**src/rtl/btb_table.sv**
```systemverilog
// Branch target buffer: 8 fully associative entries fed by an in-order
// update queue, with a sequential whole-table flush sweep.
module btb_table #(
  parameter int FIFO_DEPTH = 2
) (
  input  logic        clk,
  input  logic        rst_n,
  output logic [52:0] predictor [7:0],
  input  logic        upd_valid,
  output logic        upd_ready,
  input  logic [20:0] upd_pc,
  input  logic [31:0] upd_target,
  input  logic        upd_taken,
  input  logic        flush,
  output logic        busy
);

  localparam int PW = (FIFO_DEPTH > 2) ? 2 : 1;
  localparam int CW = PW + 1;
  localparam logic [CW-1:0] DEPTH_C = CW'(FIFO_DEPTH);
  localparam logic [20:0] INV_TAG = 21'h1FFFFF;

  typedef enum logic {
    IDLE,
    FLUSH
  } state_t;

  state_t r_state;
  state_t w_state_nxt;

  logic [53:0]   r_fifo [FIFO_DEPTH];
  logic [PW-1:0] r_wptr;
  logic [PW-1:0] r_rptr;
  logic [CW-1:0] r_count;

  logic [52:0] r_tab [7:0];
  logic [2:0]  r_rr;
  logic [2:0]  r_sweep;

  logic        w_push;
  logic        w_pop;
  logic        w_commit;
  logic [53:0] w_head;
  logic        w_h_taken;
  logic [20:0] w_h_pc;
  logic [31:0] w_h_tgt;
  logic        w_hit;
  logic [2:0]  w_hit_idx;
  logic        w_free;
  logic [2:0]  w_free_idx;

  assign upd_ready = (r_count < DEPTH_C);
  assign busy      = (r_state == FLUSH);
  assign predictor = r_tab;

  assign w_push = upd_valid && upd_ready;
  assign w_pop  = (r_state == IDLE) && !flush
               && (r_count != '0);

  assign w_head    = r_fifo[r_rptr];
  assign w_h_taken = w_head[53];
  assign w_h_pc    = w_head[52:32];
  assign w_h_tgt   = w_head[31:0];
  assign w_commit  = w_pop && (w_h_pc != INV_TAG);

  // Descending scan so the lowest matching index wins.
  always_comb begin
    w_hit      = 1'b0;
    w_hit_idx  = 3'd0;
    w_free     = 1'b0;
    w_free_idx = 3'd0;
    for (int i = 7; i >= 0; i--) begin
      if (r_tab[i][52:32] == w_h_pc) begin
        w_hit     = 1'b1;
        w_hit_idx = 3'(i);
      end
      if (r_tab[i][52:32] == INV_TAG) begin
        w_free     = 1'b1;
        w_free_idx = 3'(i);
      end
    end
  end

  always_comb begin
    w_state_nxt = r_state;
    unique case (1'b1)
      flush:
        w_state_nxt = FLUSH;
      (!flush && r_state == FLUSH
        && r_sweep == 3'd7):
        w_state_nxt = IDLE;
      default:
        w_state_nxt = r_state;
    endcase
  end

  always_ff @(posedge clk or negedge rst_n) begin
    if (!rst_n) begin
      r_state <= IDLE;
    end else begin
      r_state <= w_state_nxt;
    end
  end

  always_ff @(posedge clk or negedge rst_n) begin
    if (!rst_n) begin
      for (int i = 0; i < FIFO_DEPTH; i++) begin
        r_fifo[i] <= '0;
      end
      r_wptr  <= '0;
      r_rptr  <= '0;
      r_count <= '0;
    end else if (flush) begin
      r_wptr  <= '0;
      r_rptr  <= '0;
      r_count <= '0;
    end else begin
      if (w_push) begin
        r_fifo[r_wptr] <= {upd_taken, upd_pc, upd_target};
        r_wptr         <= r_wptr + 1'b1;
      end
      if (w_pop) begin
        r_rptr <= r_rptr + 1'b1;
      end
      if (w_push && !w_pop) begin
        r_count <= r_count + 1'b1;
      end else if (!w_push && w_pop) begin
        r_count <= r_count - 1'b1;
      end
    end
  end

  always_ff @(posedge clk or negedge rst_n) begin
    if (!rst_n) begin
      for (int i = 0; i < 8; i++) begin
        r_tab[i] <= {INV_TAG, 32'd0};
      end
      r_rr    <= 3'd0;
      r_sweep <= 3'd0;
    end else if (flush) begin
      r_rr    <= 3'd0;
      r_sweep <= 3'd0;
    end else if (r_state == FLUSH) begin
      r_tab[r_sweep] <= {INV_TAG, 32'd0};
      r_sweep        <= r_sweep + 3'd1;
    end else if (w_commit) begin
      if (w_h_taken) begin
        if (w_hit) begin
          r_tab[w_hit_idx][31:0] <= w_h_tgt;
        end else if (w_free) begin
          r_tab[w_free_idx] <= {w_h_pc, w_h_tgt};
        end else begin
          r_tab[r_rr] <= {w_h_pc, w_h_tgt};
          r_rr        <= r_rr + 3'd1;
        end
      end else if (w_hit) begin
        r_tab[w_hit_idx] <= {INV_TAG, 32'd0};
      end
    end
  end

endmodule

```
**config.mk**
```make
export PLATFORM = sky130hd
export DESIGN_NAME = btb_table
export DESIGN_NICKNAME = d
export VERILOG_FILES = /design/src/rtl/btb_table.sv
export SDC_FILE = /design/constraint.sdc
export NUM_CORES = 1
export LEC_CHECK = 0
export BUFFER_PORTS_ARGS = -buffer_cell sky130_fd_sc_hd__buf_4
export CAP_MARGIN = 0
export CORE_MARGIN = 2
export CORE_UTILIZATION = 50
export CTS_CLUSTER_DIAMETER = 60
export CTS_CLUSTER_SIZE = 25
export DETAILED_ROUTE_END_ITERATION = 8
export GPL_ROUTABILITY_DRIVEN = 0
export PLACE_DENSITY_LB_ADDON = 0.15
export SYNTH_ARGS = -nofsm -noshare
export SYNTH_HDL_FRONTEND = slang
export SYNTH_SLANG_ARGS = --single-unit
```
**constraint.sdc**
```tcl
create_clock -name clk -period 4.7 [get_ports clk]
set_clock_uncertainty 0.15 [all_clocks]
set_input_delay 1.41 -clock clk [delete_from_list [all_inputs] [get_ports clk]]
set_output_delay 1.41 -clock clk [all_outputs]
set_load 0.1 [all_outputs]
```
After elaboration in Yosys (flattened, before gate mapping)

Index checks and enable logic that the tools add are counted.

Add/sub/neg operators: 6
$lt $le $gt $ge: 12
Eq/ne operators: 21
Muxes and demuxes: 73
Bitwise gates (word level): 10
Reductions and logical operators: 29

Operators by type and width:

| operator                                                                     | number |
|---|---|
| 424-bit two-way mux                                                          | 6 |
| 424-bit bitwise mux                                                          | 3 |
| 53-bit demux with 3-bit select                                               | 5 |
| 256-bit bitwise AND                                                          | 2 |
| 256-bit inverter                                                             | 2 |
| 168-bit bitwise OR                                                           | 2 |
| 54-bit two-way mux                                                           | 4 |
| 53-bit two-way mux                                                           | 4 |
| 21-bit == test                                                               | 8 |
| 21-bit == test, second input constant                                        | 8 |
| 108-bit bitwise mux                                                          | 1 |
| 3-bit two-way mux                                                            | 24 |
| 54-bit demux with 1-bit select                                               | 1 |
| 32-bit two-way mux                                                           | 1 |
| 21-bit inequality test, second input constant                                | 1 |
| 1-bit two-way mux                                                            | 20 |
| 3-bit by 4-bit less-than comparator with 1-bit output, second input constant | 4 |
| 2-bit nonzero test                                                           | 8 |
| 1-bit logical AND                                                            | 13 |
| 3-bit by 1-bit >= comparator with 1-bit output, second input constant        | 4 |
| 3-bit by 1-bit adder with 3-bit output, second input constant                | 2 |
| 2-bit two-way mux                                                            | 3 |
| 2-bit inequality test, second input constant                                 | 3 |
| 3-bit nonzero test                                                           | 2 |
| 14 further kinds                                                             | 20 |

Flip-flop bits (word level): 543
Input bits: 58
Output and inout bits: 426
Word-level logic and storage cells: 167

Depth between registers and ports, before layout

Gate-level depths: netlist of run 1.

Depth in word-level cells: 23
Depth in mapped cells: 16
Gate-level depth less buffers: 10

Worst setup path after synthesis of run 1

OpenSTA, ideal clock, no wires.

Path kind: register to register
From: reg r_rptr
To: reg r_tab (netlist bit predictor[54])
Setup time: 0.122 ns
Arrival time: 3.386 ns
Path slack: 1.042 ns
Stages on the path, launching flop included: 16
Period minus slack after synthesis: 3.658 ns
Cells stage by stage: dfrtp_1 > buf_2 > buf_6 > mux2i_4 > xnor2_1 > nor4_1 > nand4_1 > nor4b_2 > or4_1 > buf_2 > a211oi_1 > o22a_1 > or3_1 > buf_2 > buf_6 > a22o_1

Longest elaborated chain between the ends: 23
Elaborated cells on any way between the ends: 51

RTL lines:

| what                                                                                                                                          | line     | source |
|---|---|---|
| from (decl)                                                                                                                                   | 33       | `logic [PW-1:0] r_rptr;` |
| from (signal assigned)                                                                                                                        | 123      | `r_rptr <= r_rptr + 1'b1;` |
| 1-bit inverter with 2-bit output (implied by the code) *                                                                                      | 60       | `assign w_head = r_fifo[r_rptr];` |
| 54-bit two-way mux (implied by the code) * (3 in series)                                                                                      | 60       |  |
| 21-bit == test                                                                                                                                | 73       | `if (r_tab[i][52:32] == w_h_pc) begin` |
| 3-bit two-way mux (8 in series)                                                                                                               | 73       |  |
| 3-bit by 4-bit less-than comparator with 1-bit output (implied by the code) or 3-bit by 1-bit >= comparator with 1-bit output (tied branches) | 149, 157 |  |
| 1-bit logical AND (implied by the code)                                                                                                       | 149, 157 |  |
| 53-bit two-way mux (implied by the code)                                                                                                      | 157      | `r_tab[w_hit_idx] <= {INV_TAG, 32'd0};` |
| 53-bit demux with 3-bit select                                                                                                                | 157      |  |
| 256-bit inverter (no line)                                                                                                                    | n/a      |  |
| 256-bit bitwise AND (no line)                                                                                                                 | n/a      |  |
| 424-bit two-way mux                                                                                                                           | 156      | `end else if (w_hit) begin` |
| 424-bit two-way mux                                                                                                                           | 147      | `if (w_h_taken) begin` |
| 424-bit two-way mux                                                                                                                           | 146      | `end else if (w_commit) begin` |
| 424-bit two-way mux                                                                                                                           | 143      | `end else if (r_state == FLUSH) begin` |
| to (signal, indexed assignment)                                                                                                               | 144      | `r_tab[r_sweep] <= {INV_TAG, 32'd0};` |
| to (signal, indexed assignment)                                                                                                               | 149      | `r_tab[w_hit_idx][31:0] <= w_h_tgt;` |
| to (signal, indexed assignment)                                                                                                               | 157      |  |
| to (decl)                                                                                                                                     | 36       | `logic [52:0] r_tab [7:0];` |

Mark *: on every way between the ends. The rest lies on a longest branch, timed or not. The select of a mux whose other input is x is not followed.
A chain may end at the register's enable or synchronous reset.

Final worst setup path of run 1

From: reg r_rptr
To: reg r_tab (netlist bit predictor[135])

The elaborated chain is that of the path after synthesis.

==> run metrics, run 1 <==
non-filler cells, final=3641; most common cell in the netlist=dfrtp_1; final setup fails=0; Top-Level Pins=484; number of storage elements in the synthesis netlist=543; clk root buf=clkbuf_16; post-layout utilization of the core=62.91%; number of flops mapped to enable cells by yosys=0; distinct cell type count of the synthesized netlist=70; Clock Tree Buf Depth=3; fin nets=2965; share of final-layout standard cells stronger than drive strength 1=34.85%; starting density of the core=50.77%; clock slew at the register clock pins of the worst setup and hold paths=0.08 ns; first-pass GRT wire length=147400 µm; fraction of synthesized cell area taken by the top area cell type=34.14%; initial antenna violation count=4; Port Buffer Count=483; outcome=finished, final reports clean; slew of the pin with the lowest slew margin=1.106 ns; Net Count, Synth=2532; launch point of the worst reg-to-reg path=r_rptr; maximum number of pins on one net before global-route repair=107; minimum clock period after layout=4.633 ns; combined flip-flop and latch cell area=13810 µm²; normalized max-slew margin=26.29%; Total Routed Length=99650 µm; vias after detailed routing=24060; crit share post-route=98.57%; post-route worst hold slack=0.3598 ns; CP arrival=4.96 ns; max-cap violation count=0; height of the die=238.5 µm; number of remaining DRC errors=0; data required time at the worst endpoint=5.03 ns; NetSw=8244 µW; netlist area before placement=27480 µm²; leading post-synthesis cells by cell area=dfrtp_1 34%, dfstp_2 16%, a22o_1 8.5%; Hold WC Path Type=flip-flop to flip-flop; remaining global-route overflow=0; Horiz. Die Dim=238.5 µm; placeable core area=54130 µm²; share of total power in sequential cells=36.4%; final HPWL from detailed placement=66300 µm; register area share after synthesis=50.20%; count of TritonRoute iterations in the first routing pass=8; Syn Inst Count=2471; async set or reset register ratio after synthesis=100.0%; Critical Path Start Type=flip-flop; instance count after placement with tap cells included=3550; most frequently used flop master after synthesis=dfrtp_1; worst supply voltage drop on vdd=697.4 µV; clock net sink count=543; portion of total power attributed to the clock network=22.9%; highest cell delay on the worst timing path=0.74 ns; switch share=45.10%; hold depth=1; Worst path slowest cell=a311o_2; synth warn=0; area growth from synthesis to layout=23.91%; Endpoint, Worst Hold=r_fifo[3]; H-tree levels=2; Pleak=0.01468 µW; R2R Setup Slk=0.07 ns; CP delay by family, top=simple AND/OR/NAND/NOR gates; insertion delay of the later-clocked pin in the worst-skew pair=0.62 ns; RSZ-0062 raised after global routing=false; final hold viol count=0; combinational share of power=40.7%; launching element of the worst setup path=r_rptr; total track usage=33.92%; maximum fanout along the worst path=16; sum of negative setup slack=0 ns; areal power density over the cells=536.7 nW/µm²; Detail Route Antenna Nets=0; total area of multi-input combinational cells=12800 µm²; number of clock buffers inserted by TritonCTS=45; class of the most critical setup path=flip-flop to flip-flop; depth of the worst register-to-register path=12; initial DRC count=2525; Pins Over Slew Limit=0; post-DR vias/cell=6.607; routed wire length per instance=27.37 µm; Internal Power=10030 µW; reg-to-reg critical path endpoint=predictor[135]; hold_sp=r_fifo[3]; kind of capture point of the worst setup path=flip-flop; number of buffer and inverter instances along the worst setup path=3; Avg Synthesized Cell Area=11.12 µm²; Placement Rows=85; die footprint=56860 µm²; cell-by-cell listing of the critical path=buf_12 -> mux2i_4 -> xnor2_1 -> nor3_1 -> nand4_1 -> nor4b_4 -> buf_4 -> nor4_2 -> buf_4 -> nand4_1 -> a311o_2 -> a22o_1; achievable frequency=0.2159 GHz; vias in the first global route=23240; list of most frequent post-synthesis cells=375 x dfrtp_1, 266 x a22o_1, 258 x o21ai_0, 168 x dfstp_2, 162 x xnor2_1; Filler Cell Count=4304; TritonCTS clock tree=built; post-synth top area cell=dfrtp_1
-- sequential cells by signal (all words and copies together) (netlist names) --
register,flops
predictor,424
r_fifo,108
r_rr,3
r_sweep,3
r_count,2
busy,1
r_rptr,1
r_wptr,1
-- placed cells by master, fill, tap and decap left out, types with 23 or more instances in the layout --
master	instances
nand2_1	43
o22a_1	85
nor3_1	28
dfrtp_1	373
inv_1	27
xnor2_1	162
a22o_1	266
o21ai_1	23
a21oi_1	32
nand4_1	51
nor4_1	44
o21ai_0	257
clkbuf_16	45
nor2_1	134
buf_4	574
o21a_1	111
mux2_2	109
buf_12	25
mux2i_1	36
dfstp_2	168
-- per-stage QoR --
stage	total power [µW]	cell area (µm²)	worst slack, ns
6_report	18280	34060	0.06725
5_1_grt	18950	34060	0.0006408
4_1_cts	18240	33980	0.01554
3_5_place_dp	14060	32330	-0.03292
3_3_place_gp	13900	32330	0.1043
2_1_floorplan	11940	27480	1.042
-- metal layers --
layer	track usage, %	part of all wire, %	vias to the layer above
li1	-	-	10200
met1	46.39	40	12210
met2	52.12	46	1405
met3	8.329	10	239
met4	13.33	4.1	0
met5	0	0	-
-- worst max-delay path by stage --
stage,endpoint,cells past startpoint,slack [ns]
6_report,predictor[135],12,0.07
5_1_grt,predictor[135],12,0.0006
4_1_cts,predictor[88],13,0.02
3_5_place_dp,predictor[202],13,-0.03
3_3_place_gp,predictor[157],12,0.10
2_1_floorplan,predictor[54],15,1.04
-- power by group through the flow --
stage	Sequential (µW)	Clock [µW]	Combinational [µW]
4_1_cts	6630	4230	7380
3_3_place_gp	6660	0	7240
2_1_floorplan	9300	0	2640
3_5_place_dp	6710	0	7360
5_1_grt	6750	4430	7770
6_report	6660	4180	7440
-- area by class of cell --
type                    count  share of cell area, %
inverters                  28                 0.3086
clock inverters            34                  1.381
well taps                 696                  2.557
clock buffers              50                  3.420
flip-flops and latches    543                  40.54
multi-input cells        1686                  37.60
repair buffers            600                  14.17
diodes                      4                0.02939
-- what timing repair did --
action / in CTS / in global routing
pin swaps: 0 / 0
gates resized for setup: 2 / 8
hold buffers: 0 / 0
setup endpoints to repair: 35 / 220
buffers inserted: 0 / 2
gates cloned: 0 / 1
-- logic make-up after synthesis --
logic type | Yosys count | synth area share (%)
XOR/XNOR | 172 | 5.481
adder cells (fa/ha/maj) | 3 | 0.1366
flip-flops | 543 | 50.20
buffers and inverters | 243 | 3.742
AO/OA/AOI/OAI | 930 | 24.72
multiplexers | 167 | 7.534
AND/OR/NAND/NOR | 413 | 8.176
Note: power is estimated with default switching activity, not from simulation.
==> inputs of run 2 (changes only) <==
==> constraint.sdc (replaced) <==
create_clock -name clk -period 4.7 [get_ports clk]
set_clock_uncertainty 0.15 [all_clocks]
set_input_delay 0.235 -clock clk [delete_from_list [all_inputs] [get_ports clk]]
set_output_delay 0.235 -clock clk [all_outputs]
set_load 0.1 [all_outputs]
==> run metrics, run 2 (synthesized netlist as in run 1, its figures left out) <==
post-DR vias/cell=6.570; number of remaining DRC errors=0; first-pass GRT wire length=147600 µm; data required time at the worst endpoint=5.04 ns; Filler Cell Count=4294; clk root buf=clkbuf_16; Detail Route Antenna Nets=0; met2 WL=45890 µm; smallest setup slack after layout=0.1674 ns; highest cell delay on the worst timing path=0.72 ns; Total Routed Length=99890 µm; final hold viol count=0; H-tree levels=2; maximum number of pins on one net before global-route repair=121; met3 wire len=10160 µm; class of the most critical setup path=flip-flop to flip-flop; worst supply voltage drop on vdd=712.8 µV; vias after detailed routing=24220; NetSw=8188 µW; maximum fanout along the worst path=16; Top-Level Pins=484; area growth from synthesis to layout=25.13%; Pleak=0.01480 µW; TritonCTS clock tree=built; count of TritonRoute iterations in the first routing pass=8; clock slew at the register clock pins of the worst setup and hold paths=0.09 ns; combinational share of power=41.6%; die footprint=56860 µm²; height of the die=238.5 µm; final setup fails=0; RSZ-0062 raised after global routing=true; clock net sink count=543; Pins Over Slew Limit=0; total area of multi-input combinational cells=12850 µm²; initial DRC count=2638; instance count after placement with tap cells included=3544; starting density of the core=50.77%; areal power density over the cells=523.0 nW/µm²; max-cap violation count=0; minimum clock period after layout=4.533 ns; achievable frequency=0.2206 GHz; outcome=finished, final reports clean; non-filler cells, final=3687; number of clock buffers inserted by TritonCTS=42; final HPWL from detailed placement=66280 µm; crit share post-route=96.44%; most numerous cell on the critical path=buf_4; worst slack at placement=-0.05712 ns; Highest Signal Layer=met4; initial antenna violation count=1; normalized max-slew margin=26.03%; kind of capture point of the worst setup path=flip-flop; cell-by-cell listing of the critical path=buf_4 -> mux2i_4 -> buf_4 -> xnor2_1 -> nor4_1 -> nand4_1 -> nor4b_4 -> buf_4 -> nor4_2 -> buf_4 -> nand4_1 -> a311o_2 -> a22o_1; slew of the pin with the lowest slew margin=1.106 ns; routed wire length per instance=27.09 µm; Internal Power=9798 µW; Port Buffer Count=483; Worst path slowest cell=a311o_2; portion of total power attributed to the clock network=21.2%; vias in the first global route=23340; max FFs per register=424; most frequent standard cell in the layout excluding fill and tap cells=buf_4; fin nets=3016; Clock Tree Buf Depth=3; Placement Rows=85; total track usage=34.06%; share of total power in sequential cells=37.1%; Critical Path Start Type=flip-flop; Post-Route M1 WL=39670 µm; CP arrival=4.87 ns; insertion delay of the later-clocked pin in the worst-skew pair=0.62 ns; remaining global-route overflow=0; Hold WC Path Type=input pin to async pin; top library cells by usage in the layout, fill and taps aside=571 x buf_4, 373 x dfrtp_1, 266 x a22o_1; Horiz. Die Dim=238.5 µm; share of final-layout standard cells stronger than drive strength 1=34.16%; combined flip-flop and latch cell area=13810 µm²; switch share=45.52%; placeable core area=54130 µm²
-- run 2: cell count changes in the layout (fill, tap and decap cells not counted), moves of 3 or more --
cell / previous run / this run
buf_6: 0 / 4
buf_12: 25 / 21
clkinv_8: 9 / 2
buf_4: 574 / 571
clkbuf_16: 45 / 42
dlygate4sd3_1: 0 / 57
clkinvlp_4: 0 / 4
-- run 2: worst max-delay path: cells and delay by family, from the launching register on --
kind | cells | cell delay (ns)
and+or+nand+nor | 5 | 1.13
AOI/OAI and AO/OA | 2 | 1.04
buffers and inverters | 4 | 1.02
DFF | 1 | 0.63
muxes | 1 | 0.24
xor gates and xnor gates | 1 | 0.17
-- run 2: worst paths after layout --
kind | to | startpoint | slack [ns] | cells after the start
max | predictor[108] | r_rptr | 0.17 | 13
max reg2reg | predictor[108] | r_rptr | 0.17 | 13
max in group asynchronous | r_rptr | rst_n | 2.96 | 3
min | predictor[343] | rst_n | 0.19 | 2
min reg2reg | predictor[83] | predictor[83] | 0.36 | 1
min in group clk | r_fifo[92] | upd_pc[6] | 0.27 | 3
-- run 2: area by class of cell --
cell class | count | area share, %
Inverter | 28 | 0.3056
Tap cell | 696 | 2.532
Sequential cell | 543 | 40.14
Multi-Input combinational cell | 1686 | 37.36
Timing Repair Buffer | 654 | 15.52
Clock buffer | 46 | 3.158
Antenna cell | 2 | 0.01455
Clock inverter | 32 | 0.9678
-- run 2: through the flow --
stage / TNS (ns) / hold WS [ns] / power (µW) / instance area (µm²) / util (%)
global placement: 0 / 0.2359 / 13910 / 32240 / 59.56
global route: -0.6249 / 0.2487 / 18620 / 34390 / 63.52
CTS: 0 / 0.2070 / 17920 / 34240 / 63.25
finish: 0 / 0.1921 / 17990 / 34390 / 63.53
detailed placement: -1.265 / 0.2434 / 14060 / 32240 / 59.56
floorplan: 0 / -0.2106 / 11940 / 27480 / -
-- run 2: layer usage --
layer	vias to the layer above	GRT usage (%)
met5	-	0
met4	0	13.64
met3	243	8.029
met2	1445	52.60
met1	12220	46.49
li1	10320	-
-- run 2: what timing repair did --
action                                  CTS  global route
hold buffers                             57             0
gates cloned                              0             1
endpoints found under the hold margin   214             0
endpoints found under the setup margin   38           382
gates resized for setup                   3            19
pin swaps                                 0             1
buffers inserted                          0             5
-- run 2: power groups by stage --
stage	Clock, µW	Sequential [µW]	Combinational [µW]
floorplan	0	9300	2640
global placement	0	6680	7230
detailed placement	0	6730	7330
CTS	3870	6650	7400
global route	4040	6770	7810
finish	3820	6680	7490
